==> config.mk <==
export PLATFORM = sky130hd
export DESIGN_NAME = fb_pingpong_arb
export DESIGN_NICKNAME = d
export VERILOG_FILES = /design/src/rtl/img_cap_pkg.sv /design/src/rtl/fb_addr_gen.sv /design/src/rtl/fb_pingpong_arb.sv
export SDC_FILE = /design/constraint.sdc
export NUM_CORES = 1
export LEC_CHECK = 0
export CAP_MARGIN = 10
export CORE_AREA = 2 2 79 81
export DETAILED_ROUTE_END_ITERATION = 8
export DIE_AREA = 0 0 81 83
export PLACE_DENSITY = 0.75
export SLEW_MARGIN = 20
export SYNTH_ARGS = -nofsm -noshare
export SYNTH_HDL_FRONTEND = slang
export SYNTH_SLANG_ARGS = --single-unit
==> constraint.sdc <==
create_clock -name clk -period 4.5 [get_ports clk]
set_clock_uncertainty 0.1 [all_clocks]
set_input_delay 1.125 -clock clk [delete_from_list [all_inputs] [get_ports clk]]
set_output_delay 1.125 -clock clk [all_outputs]
set_load 0.05 [all_outputs]
==> src/rtl/img_cap_pkg.sv <==
// Shared types and constants for the image capture path.
package img_cap_pkg;

    // Frame-buffer arbiter states
    typedef enum logic [1:0] {
        S_IDLE  = 2'd0,
        S_ARB   = 2'd1,
        S_CMD   = 2'd2,
        S_BURST = 2'd3
    } state_t;

    // Polarity constants for active-high and active-low control signals
    localparam logic ASSERT_H   = 1'b1;
    localparam logic DEASSERT_H = 1'b0;
    localparam logic ASSERT_L   = 1'b0;
    localparam logic DEASSERT_L = 1'b1;

    // Default frame geometry (640x480 words, 64-word bursts)
    localparam int unsigned DEF_FRAME_WORDS = 307200;
    localparam int unsigned DEF_BURST_LEN   = 64;

    // Free space in a FIFO of 2**aw entries whose occupancy range tops out at 2**aw-1
    function automatic int unsigned fifo_free(input int unsigned aw, input int unsigned used);
        int unsigned full_level;
        full_level = (32'd1 << aw) - 32'd1;
        return (used > full_level) ? 32'd0 : (full_level - used);
    endfunction

endpackage

==> src/rtl/fb_addr_gen.sv <==
// Per-side burst offset generator: steps one burst per completed transfer
// and wraps to zero at the end of a frame.
module fb_addr_gen
    import img_cap_pkg::*;
#(
    parameter int unsigned FRAME_WORDS = DEF_FRAME_WORDS,
    parameter int unsigned BURST_LEN   = DEF_BURST_LEN,
    parameter int unsigned OFF_W       = $clog2(FRAME_WORDS)
) (
    input  logic             clk,
    input  logic             reset,
    input  logic             clear,
    input  logic             advance,
    output logic [OFF_W-1:0] offset,
    output logic             frame_end
);

    localparam logic [OFF_W:0] STEP  = (OFF_W+1)'(BURST_LEN);
    localparam logic [OFF_W:0] LIMIT = (OFF_W+1)'(FRAME_WORDS);

    logic [OFF_W:0] next_sum;

    // One extra bit so the sum can reach FRAME_WORDS even when it is a power of two;
    // frame_end is coincident with advance so the owner can act in the same cycle
    always_comb begin
        next_sum  = {1'b0, offset} + STEP;
        frame_end = advance && (next_sum == LIMIT);
    end

    // Offset register: cleared on reset/clear, stepped or wrapped on advance
    always_ff @(posedge clk) begin
        if (reset || clear) begin
            offset <= '0;
        end else if (advance) begin
            offset <= frame_end ? '0 : next_sum[OFF_W-1:0];
        end
    end

endmodule

==> src/rtl/fb_pingpong_arb.sv <==
// Frame-buffer arbiter: time-multiplexes camera write bursts and HDMI read
// bursts onto a single-port memory and owns the ping-pong buffer selection.
module fb_pingpong_arb
    import img_cap_pkg::*;
#(
    parameter int unsigned       ADDR_W      = 24,
    parameter int unsigned       FRAME_WORDS = DEF_FRAME_WORDS,
    parameter int unsigned       BURST_LEN   = DEF_BURST_LEN,
    parameter int unsigned       FIFO_AW     = 9,
    parameter logic [ADDR_W-1:0] FB1_BASE    = 24'h080000,
    parameter int unsigned       LOW_WATER   = 128
) (
    input  logic              clk,
    input  logic              reset,
    input  logic              enable,
    input  logic [FIFO_AW-1:0] cam_rdusedw,
    input  logic [FIFO_AW-1:0] adv_wrusedw,
    output logic              mem_cmd_valid,
    input  logic              mem_cmd_ready,
    output logic              mem_cmd_wr,
    output logic [ADDR_W-1:0] mem_cmd_addr,
    input  logic              mem_done,
    output logic              wr_fb,
    output logic              rd_fb,
    output logic              frame_repeat,
    output logic              busy
);

    localparam int unsigned OFF_W = $clog2(FRAME_WORDS);

    state_t            state;
    logic              wr_hold;
    logic [OFF_W-1:0]  wr_off;
    logic [OFF_W-1:0]  rd_off;
    logic              wr_end;
    logic              rd_end;
    logic              wr_adv;
    logic              rd_adv;
    logic              off_clear;
    logic              wr_elig;
    logic              rd_elig;
    logic              rd_urgent;
    logic              grant;
    logic              grant_wr;
    logic [ADDR_W-1:0] wr_addr;
    logic [ADDR_W-1:0] rd_addr;

    // Eligibility, priority and candidate burst addresses for both sides
    always_comb begin
        wr_elig   = (32'(cam_rdusedw) >= BURST_LEN) && !wr_hold;
        rd_elig   = fifo_free(FIFO_AW, 32'(adv_wrusedw)) >= BURST_LEN;
        rd_urgent = 32'(adv_wrusedw) < LOW_WATER;
        grant     = wr_elig || rd_elig;
        grant_wr  = wr_elig && !(rd_urgent && rd_elig);
        wr_addr   = (wr_fb ? FB1_BASE : '0) + ADDR_W'(wr_off);
        rd_addr   = (rd_fb ? FB1_BASE : '0) + ADDR_W'(rd_off);
    end

    // Offsets step only on a completion seen while a burst is outstanding
    always_comb begin
        wr_adv    = (state == S_BURST) && mem_done && mem_cmd_wr;
        rd_adv    = (state == S_BURST) && mem_done && !mem_cmd_wr;
        off_clear = (state == S_IDLE);
    end

    fb_addr_gen #(
        .FRAME_WORDS (FRAME_WORDS),
        .BURST_LEN   (BURST_LEN),
        .OFF_W       (OFF_W)
    ) u_wr_addr (
        .clk       (clk),
        .reset     (reset),
        .clear     (off_clear),
        .advance   (wr_adv),
        .offset    (wr_off),
        .frame_end (wr_end)
    );

    fb_addr_gen #(
        .FRAME_WORDS (FRAME_WORDS),
        .BURST_LEN   (BURST_LEN),
        .OFF_W       (OFF_W)
    ) u_rd_addr (
        .clk       (clk),
        .reset     (reset),
        .clear     (off_clear),
        .advance   (rd_adv),
        .offset    (rd_off),
        .frame_end (rd_end)
    );

    // Arbitration FSM with registered command, buffer-select and status outputs
    always_ff @(posedge clk) begin
        if (reset) begin
            state         <= S_IDLE;
            mem_cmd_valid <= DEASSERT_H;
            mem_cmd_wr    <= 1'b0;
            mem_cmd_addr  <= '0;
            wr_fb         <= 1'b0;
            rd_fb         <= 1'b1;
            frame_repeat  <= DEASSERT_H;
            busy          <= DEASSERT_H;
            wr_hold       <= 1'b0;
        end else begin
            frame_repeat <= DEASSERT_H;
            case (state)
                S_IDLE: begin
                    if (enable) begin
                        state <= S_ARB;
                    end
                end

                S_ARB: begin
                    if (!enable) begin
                        state   <= S_IDLE;
                        wr_hold <= 1'b0;
                        wr_fb   <= 1'b0;
                        rd_fb   <= 1'b1;
                    end else if (grant) begin
                        state         <= S_CMD;
                        mem_cmd_valid <= ASSERT_H;
                        mem_cmd_wr    <= grant_wr;
                        mem_cmd_addr  <= grant_wr ? wr_addr : rd_addr;
                        busy          <= ASSERT_H;
                    end
                end

                S_CMD: begin
                    // A presented command is held until accepted, even if enable drops
                    if (mem_cmd_ready) begin
                        state         <= S_BURST;
                        mem_cmd_valid <= DEASSERT_H;
                    end
                end

                S_BURST: begin
                    if (mem_done) begin
                        busy <= DEASSERT_H;
                        if (wr_adv && wr_end) begin
                            wr_hold <= 1'b1;
                        end
                        if (rd_adv && rd_end) begin
                            if (wr_hold) begin
                                wr_fb   <= ~wr_fb;
                                rd_fb   <= ~rd_fb;
                                wr_hold <= 1'b0;
                            end else begin
                                frame_repeat <= ASSERT_H;
                            end
                        end
                        // Leaving for idle overrides any swap/hold decided above
                        if (enable) begin
                            state <= S_ARB;
                        end else begin
                            state   <= S_IDLE;
                            wr_hold <= 1'b0;
                            wr_fb   <= 1'b0;
                            rd_fb   <= 1'b1;
                        end
                    end
                end

                default: begin
                    state <= S_IDLE;
                end
            endcase
        end
    end

endmodule

==> results.md <==
- Worst skew pair latency: 0.30 ns
- Root buf cell: clkbuf_8
- WP buf/inv: 1
- Top Ports: 53
- Core area: 0.00582 sq mm
- Pwr dens: 289 mW/mm^2
- Initial DRC count: 211
- Port Buffers: 30
- Routed vias/inst: 5.86
- Clock buffer count from CTS: 5
- Clock Path Buffers: 2
- Area leader, netlist: dfxtp_1
- Total Routed Length: 6.25 mm
- Total Routing Usage GR: 18.8%
- Finish-stage setup viols: 0
- Post-CTS Hold Buffers: 0
- Number of global-route vias before repair: 2144
- Routed len/inst: 14.6 microns
- Most used DFF post-synth: dfxtp_1
- Initial Utilization: 49.1%
- Vias after detailed routing: 2513
- CP startpoint kind: primary input
- Period utilisation layout: 75.2%
- Maxcap violations: 0
- Post-Synthesis Cells: 338
- Critical path data required time: 4.59 ns
- Kind of critical path: in -> reg
- Mean Syn Cell Area: 8.44 sq um
- Min-delay worst type: reg -> reg
- Unique masters post-synth: 62
- Clock transition at path regs: 0.09 ns
- GPL Wtd Cong: 0.871
- CTS tree: yes
- Post-synth top area share: 34.4%
- Share of the yosys chip area belonging to registers: 34.4%
- Nets: 380
- Hold Fails Final Rpt: 0
- WP data arrival: 3.48 ns
- Total of fill cells in the finished design: 548
- Final Critical Period: 3.39 ns
- Diode count: 0
- Capturing element type of the critical path: flip-flop
- CP max FO: 8
- Worst slew pin tran: 1.09 ns
- Sequential Area: 981 sq um
- Crit-path cells: clkdlybuf4s50_1, and4_1, and4b_1, o21ai_0, or4_1, a221oi_2, nor2_1
- Clock sink total: 49
- Post-Syn Area: 0.00285 sq mm
- RSZ-0062 raised after global routing: no
- Antenna violations before repair: 0
- Die height: 83 microns
- Asr flop ratio synth: 0%
- Die outline width: 81 microns
- Status: completed
- Area Growth Syn to Fin: 13.9%
- Setup Fix Bufs, Post-CTS: 0
- Grt total ovfl: 0
- Delay-heaviest family, CP: simple AND/OR/NAND/NOR gates
- First-pass iteration count of the detailed router: 4
- Full die area: 0.00672 sq mm
- Post-DP HPWL: 4.53 mm
- Post-synth EDFFs: 0
- Leak Pwr: 0.00110 uW
- Max incr delay on CP: 0.65 ns
- FF+latch count, synth: 49
- Largest net degree at the start of global routing: 33
- First-pass GRT wire length: 10.2 mm
- Final hold slack: 0.394 ns
- Synth top area cells: dfxtp_1 34%, nor2_1 5.8%, mux2i_1 5.6%, a211oi_1 3.9%, buf_4 3.7%
- Peak supply drop: 146 uV
- Num rows: 28
- Htree depth: 2
- Headroom to the max-slew limit: 26.9%
- Multi-input logic area: 0.00167 sq mm
- # DRC: 0
- Slowest-stage cell, CP: or4_1
- Max Transition Viols Final: 0
- Fmax: 295 MHz
- Post-cts resize count: 0
- Layout cells sized above 1: 8.19%
- YS warnings: 0
- Post-route setup TNS: 0 ns
- Post-route ant nets: 0
==> worst paths after layout <==
path	from	to	slack (ns)	cells after the start
max	mem_done	u_wr_addr.offset[15]$_SDFFE_PP0P_	1.11	7
min	wr_fb$_SDFFE_PP0P_	wr_fb$_SDFFE_PP0P_	0.39	2
max reg2reg	u_rd_addr.offset[7]$_SDFFE_PP0P_	wr_fb$_SDFFE_PP0P_	1.74	7
min reg2reg	wr_fb$_SDFFE_PP0P_	wr_fb$_SDFFE_PP0P_	0.39	2
==> layout by cell type, fill, tap and decap left out, types with 9 or more instances in the layout <==
cell / Yosys / final
nand4_1: 10 / 10
nand3_1: 15 / 15
a211oi_1: 15 / 15
conb_1: 1 / 10
mux2i_1: 16 / 16
inv_1: 9 / 9
clkdlybuf4s50_1: 0 / 30
nand2_1: 22 / 22
a21oi_1: 14 / 14
xor2_1: 10 / 10
dfxtp_1: 49 / 49
nor2_1: 44 / 44
==> cell families (layout without fill, tap and decap cells) <==
logic type,after synthesis,count (layout),synth area share (%)
simple gates,143,143,28.5
mux,16,16,5.61
other cells,1,10,0.131
xor+xnor,15,15,4.60
compound gates,65,65,16.8
flops,49,49,34.4
fa+ha+maj,4,4,1.75
buf+inv,45,52,8.24
==> registers in the layout, indices dropped and copies added (netlist names), 2 cells and up <==
signal / cells
u_wr_addr.offset: 13
mem_cmd_addr: 14
state: 2
u_rd_addr.offset: 13
==> power by group <==
group	internal, uW	switching [uW]
clock	221	145
combinational	39.4	83.7
sequential	443	8.68
==> per-layer routing <==
| metal | wire (microns) | vias up | track usage (%) | part of all wire, % |
|---|---|---|---|---|
| li1 | - | 1238 | - | - |
| met1 | 2960 | 1191 | 26.2 | 47 |
| met2 | 2970 | 75 | 28.9 | 48 |
| met3 | 252 | 9 | 3.80 | 4.0 |
| met4 | 72 | 0 | 5.86 | 1.2 |
| met5 | 0 | - | 0 | 0 |
==> worst min-delay path, stage by stage (launching register included) <==
cell and delay, ns:
dfxtp_1 0.34, nand2_1 0.06, mux2i_1 0.05
==> stage by stage <==
step	total power (uW)	utilization [%]	setup WS, ns	instance area (sq um)	std cells
after floorplan	557	-	1.65	2890	347
after global placement	584	53.6	0.853	3120	421
after detailed placement	586	53.6	0.823	3120	421
after CTS	953	55.9	1.10	3250	429
after global routing	978	55.9	0.927	3250	429
final	941	55.9	1.11	3250	429
==> layout make-up <==
| class | instances | area share (%) |
|---|---|---|
| Timing Repair Buffer | 35 | 10.4 |
| Clock inverter | 3 | 2.00 |
| Inverter | 9 | 1.04 |
| Tap cell | 75 | 2.89 |
| Sequential cell | 49 | 30.2 |
| Clock buffer | 5 | 2.12 |
| Multi-Input combinational cell | 253 | 51.4 |
==> cells in the mapped netlist, drive strengths merged (2+ instances only) <==
master	n
nor4	6
dfxtp	49
inv	9
and2	2
nor3	7
o31ai	2
xor2	10
or3	5
and3	7
ha	4
o21ai	8
nand4	11
nand3b	2
a211o	3
o211ai	2
nor2	45
xnor2	5
and4	4
nor3b	2
a311oi	3
a31oi	5
clkbuf	11
nor2b	4
buf	25
nand2	22
a21oi	14
mux2i	16
nand3	17
a211oi	15
No activity file was read; power rests on OpenSTA's default activity.
==> edit 1, RTL diff (config.mk and constraints unchanged) <==
Make the reset (`reset`) asynchronous in one clocked block.
--- a/src/rtl/fb_pingpong_arb.sv
+++ b/src/rtl/fb_pingpong_arb.sv
@@ -90,7 +90,7 @@
     );
 
     // Arbitration FSM with registered command, buffer-select and status outputs
-    always_ff @(posedge clk) begin
+    always_ff @(posedge clk or posedge reset) begin
         if (reset) begin
             state         <= S_IDLE;
             mem_cmd_valid <= DEASSERT_H;
Behaviour: differs if reset is asserted again (counterexample within 4 cycles, from zero or initial values and one cycle with reset high); with reset held inactive, the same outputs for 10 cycles.
==> edit 1 against the unedited design <==
- first-iteration DRC count is 42% lower
- wire length is 7.5% higher
- cell area is 0.62% higher
- largest cell class unchanged
- worst setup slack better by 0.37 ns
- register-to-register slack better by 0.11 ns
- area after synthesis is 2.1% higher
- sequential cell count stayed put
- critical endpoint is now wr_fb$_DFFE_PP0P_
Power is not compared: it rests on default switching activity, and its combinational part moved more than twofold at a synthesized area within 25%.
==> edit 1: results (changes against the unedited design) <==
placed_design:
  post-dp-hpwl_mm: 4.812  # +6.3%
  placedCellCount: 432  # +2.6%
  port_buffers: 30  # unchanged
  gp_congestion: 0.8654  # -0.67%
  pre_cts_ws_ns: 1.150  # +0.3266 ns
global_route:
  gr-usage-all-layers_pct: 21.18  # +2.4 points
  antenna_found_initial: 0  # unchanged
  use_met3_pct: 2.935  # -0.87 points
  grt_pass1_wl_mm: 11.25  # +10%
  grt_pass1_vias: 2331  # +8.7%
  grt_max_degree: 31  # -6.1%
  grt.met1_usage_pct: 29.32  # +3.1 points
  use_met2_pct: 32.31  # +3.4 points
critical_path:
  worst_ep_arrival_time_ns: 3.17  # -0.31 ns
  cp_max_fo: 13  # +5
  r2r_end: "u_wr_addr.offset[15]$_SDFFE_PP0P_"
  endpoint: "wr_fb$_DFFE_PP0P_"
  ff2ff_setup_slack_ns: 1.85  # +0.11 ns
  rr_startpoint: "u_wr_addr.offset[6]$_SDFFE_PP0P_"
drt:
  vias: 2527  # +0.56%
  drt_first_pass_iters: 5  # +1
  wl_per_cell_um: 15.28  # +4.8%
  drt_iter0_markers: 123  # -42%
synth:
  async_reset_ff_share_pct: 46.94  # +47 points
  seq_area_frac_synth_pct: 37.67  # +3.3 points
  synth.distinct_cells: 55  # -11%
  synthTopCellsByCount: "nor2_1, a21oi_1, nand2_1"
  synthCells: 348  # +3.0%
  synth_area_leaders: "dfrtp_1, dfxtp_1, nor2_1, a21oi_1, mux2i_1"
sta:
  timing.final.crit_share_pct: 67.05  # -8.2 points
  slew_headroom_pct: 33.77  # +6.8 points
pwr:
  peakVddDrop_uv: 490.7
finish:
  fill_cells: 518  # -5.5%
  drive_above_1_share_pct: 7.945  # -0.25 points
  fin_cells: 440  # +2.6%
  nets: 391  # +2.9%
clock_tree:
  cts_setup_buffers: 0  # unchanged
outcome:
  status: "complete, no violations"
worst_hold_path:
  hold_path_class: "register to register"
[edit 1: kinds of logic after synthesis]
family	count (synthesis)	share of synthesized area, %
multiplexers	15	5.155
AO/OA/AOI/OAI	72	15.55
flip-flops	49	37.67
adder cells (fa/ha/maj)	4	1.718
other	1	0.1287
buffers and inverters	44	8.419
AND/OR/NAND/NOR	148	26.85
XOR/XNOR	15	4.510
[edit 1: final cells by class]
class,count,share of cell area [%]
clock buffer,6,2.524
clock inverter,2,0.3824
inverter,7,0.8031
multi-input combinational,264,49.10
sequential,49,33.54
tap,75,2.868
timing repair buffer,37,10.78
[edit 1: through the flow]
| step | cell area (um2) | hold WS (ns) |
|---|---|---|
| CTS | 3272 | 0.3872 |
| finish | 3272 | 0.3847 |
| global route | 3272 | 0.4143 |
| global placement | 3177 | 0.3632 |
| detailed placement | 3177 | 0.3647 |
| floorplan | 2947 | 0.3756 |
[edit 1: worst min path at each step]
stage | start | to | slack (ns) | cells after the start
CTS | busy$_DFFE_PP0P_ | busy$_DFFE_PP0P_ | 0.39 | 1
detailed placement | busy$_DFFE_PP0P_ | busy$_DFFE_PP0P_ | 0.36 | 1
global route | mem_cmd_valid$_DFFE_PP0P_ | mem_cmd_valid$_DFFE_PP0P_ | 0.41 | 1
floorplan | wr_hold$_DFFE_PP0P_ | frame_repeat$_DFF_PP0_ | 0.38 | 1
finish | busy$_DFFE_PP0P_ | busy$_DFFE_PP0P_ | 0.38 | 1
global placement | mem_cmd_valid$_DFFE_PP0P_ | mem_cmd_valid$_DFFE_PP0P_ | 0.36 | 1
[edit 1: worst max-delay path, stage by stage]
cell	delay, ns
clkdlybuf4s50_1	0.54
nand3_2	0.17
nand2b_1	0.19
buf_4	0.18
nor4_2	0.21
nand4_1	0.12
buf_4	0.20
or3_1	0.35
nand3_1	0.08
[edit 1: power by group through the flow]
stage | combinational, mW | sequential, mW | clock (mW)
6_report | 0.734 | 0.622 | 0.278
5_1_grt | 0.786 | 0.638 | 0.305
4_1_cts | 0.738 | 0.623 | 0.287
3_5_place_dp | 0.738 | 0.632 | 0
3_3_place_gp | 0.726 | 0.626 | 0
2_1_floorplan | 0.252 | 0.878 | 0
[edit 1: layer usage]
metal / routed length, um / part of all wire [%]
met1: 3057 / 45
met2: 3150 / 47
met3: 303 / 4.5
met4: 210 / 3.1
met5: 0 / 0
==> edit 2, RTL diff (same settings) <==
Made on the original files. The package constant `DEF_FRAME_WORDS` goes from 307200 to 1228800.
--- a/src/rtl/img_cap_pkg.sv
+++ b/src/rtl/img_cap_pkg.sv
@@ -16,7 +16,7 @@
     localparam logic DEASSERT_L = 1'b1;
 
     // Default frame geometry (640x480 words, 64-word bursts)
-    localparam int unsigned DEF_FRAME_WORDS = 307200;
+    localparam int unsigned DEF_FRAME_WORDS = 1228800;
     localparam int unsigned DEF_BURST_LEN   = 64;
 
     // Free space in a FIFO of 2**aw entries whose occupancy range tops out at 2**aw-1
Behaviour: same outputs for any inputs over 10 cycles, from zero or initial values and one cycle with reset high; that may be too few to reach the edited logic, so the function may still have changed.
==> edit 2 against the unedited design <==
- sequential cell count increased by 6
- register-to-register slack improved by 0.15 ns
- sequential power increased by 12%
- maximum frequency increased by 4.6%
- cell area increased by 12%
- count of clock-buffer cells in the layout increased by 3
- cell count increased by 12%
- via count increased by 12%
- area after synthesis increased by 15%
- worst setup slack improved by 0.15 ns
- wire length increased by 17%
- highest routed layer unchanged
- power decreased by 1.8%
==> edit 2: results (changes against the unedited design) <==
critical_path:
  crit_family: "buffers and inverters"
  critPathMaxStageDelay_ns: 0.58  # -0.07 ns
  crit_path_top_delay_cell: "clkdlybuf4s50_1"
  worst_ep_arrival_time_ns: 3.30  # -0.18 ns
  cp_max_fo: 13  # +5
drt:
  wl_mm: 7.321  # +17%
  drt_first_pass_iters: 6  # +2
  drt_iter0_markers: 221  # +4.7%
  routed_via_density: 5.879  # +0.36%
synth:
  synth.distinct_cells: 65  # +4.8%
  synthTopCellsByCount: "nor2_1, dfxtp_1, nand2_1"
  ys_warn_count: 0  # unchanged
  seq_area_frac_synth_pct: 33.56  # -0.81 points
  async_reset_ff_share_pct: 0  # unchanged
  synth.most_common_cell: "nor2_1"
  synth_area_leaders: "dfxtp_1, nor2_1, mux2i_1, a211oi_1, xor2_1"
clock_tree:
  clk_pin_slew_ns: 0.09  # about the same
  ctsHtreeMaxLevel: 2  # unchanged
  clockRootBuffer: "clkbuf_8"
  clk_latency_ns: 0.29
  cts.repair.resized: 0  # unchanged
  cts.path.max_buffers: 2  # unchanged
  cts_setup_buffers: 0  # unchanged
  cts_made_buffers: 5  # unchanged
placed_design:
  post-dp-hpwl_mm: 5.539  # +22%
  gp_congestion: 0.9316  # +6.9%
  port_buffers: 32  # +6.7%
worst_hold_path:
  hold_path_class: "register to register"
sta:
  worstMarginPinSlew_ns: 0.6185  # -0.4704 ns
  hold_slack_ns: 0.3999  # +0.005907 ns
global_route:
  grt_pass1_wl_mm: 11.99  # +18%
  antenna_found_initial: 0  # unchanged
  grt_pass1_vias: 2492  # +16%
  grt_max_degree: 37  # +12%
  gr-usage-all-layers_pct: 22.00  # +3.2 points
outcome:
  status: "complete, no violations"
finish:
  diodes: 0  # unchanged
  biggestRegsByFlops: "mem_cmd_addr (16), u_rd_addr.offset (15), u_wr_addr.offset (15)"
  drive_above_1_share_pct: 7.673  # -0.52 points
  nets: 434  # +14%
pwr:
  peakVddDrop_uv: 168.4  # +15%
  p_leak_nw: 1.303  # +19%
[edit 2: cell count changes after synthesis, moves of 4 or more]
cell,change
nor2_1,+12
nand2_1,+10
dfxtp_1,+6
ha_1,+4
inv_1,-4
nor3_1,+4
o21ai_1,+4
xor2_1,+4
[edit 2: cell type report]
| cell class | count | area (um2) |
|---|---|---|
| multi-input cells | 300 | 1971 |
| well taps | 75 | 93.84 |
| flip-flops and latches | 55 | 1101 |
| inverters | 5 | 18.77 |
| clock buffers | 8 | 100.1 |
| repair buffers | 36 | 350.3 |
| fillers | 520 | 2181 |
[edit 2: cells by family after synthesis]
logic type | after synthesis | synth area share [%]
and+or+nand+nor | 175 | 29.67
AOI/OAI and AO/OA | 71 | 15.56
DFF | 55 | 33.56
buffers and inverters | 43 | 7.170
xor gates and xnor gates | 19 | 5.072
muxes | 19 | 5.797
adders and majority gates | 8 | 3.051
other | 1 | 0.1143
[edit 2: worst register-to-register path, stage by stage, from the launching register on]
cell and delay, ns:
dfxtp_1 0.53, ha_1 0.44, nand2_1 0.14, nor4_2 0.44, nor4b_1 0.15, nor3b_4 0.38, nor2_1 0.11, o211a_1 0.23
[edit 2: metrics by stage]
stage / area (um2) / power (mW) / cells / worst slack, ns
finish: 3635 / 0.9244 / 479 / 1.262
global route: 3635 / 0.9717 / 479 / 1.007
CTS: 3635 / 0.9394 / 479 / 1.268
detailed placement: 3535 / 0.6485 / 471 / 0.9485
global placement: 3535 / 0.6460 / 471 / 0.9276
floorplan: 3307 / 0.6152 / 398 / 1.952
[edit 2: report_power, final]
group / internal (mW) / switching, mW
combinational: 0.0423 / 0.0883
clock: 0.141 / 0.147
sequential: 0.498 / 0.00847
[edit 2: path summary, 6_finish.rpt]
path              cells past startpoint  slack [ns]                             start                               end
setup / recovery                      8        1.26                          mem_done  u_wr_addr.offset[7]$_SDFFE_PP0P_
hold / removal                        2        0.40     mem_cmd_addr[21]$_SDFFE_PP0P_     mem_cmd_addr[21]$_SDFFE_PP0P_
setup reg to reg                      7        1.89  u_wr_addr.offset[6]$_SDFFE_PP0P_              wr_hold$_SDFFE_PP0P_
hold reg to reg                       2        0.40     mem_cmd_addr[21]$_SDFFE_PP0P_     mem_cmd_addr[21]$_SDFFE_PP0P_
[edit 2: metal layers]
layer	routed length (um)	GRT usage, %
met1	3466	31.50
met2	3486	34.64
met3	322	3.696
met4	46	4.622
met5	0	0
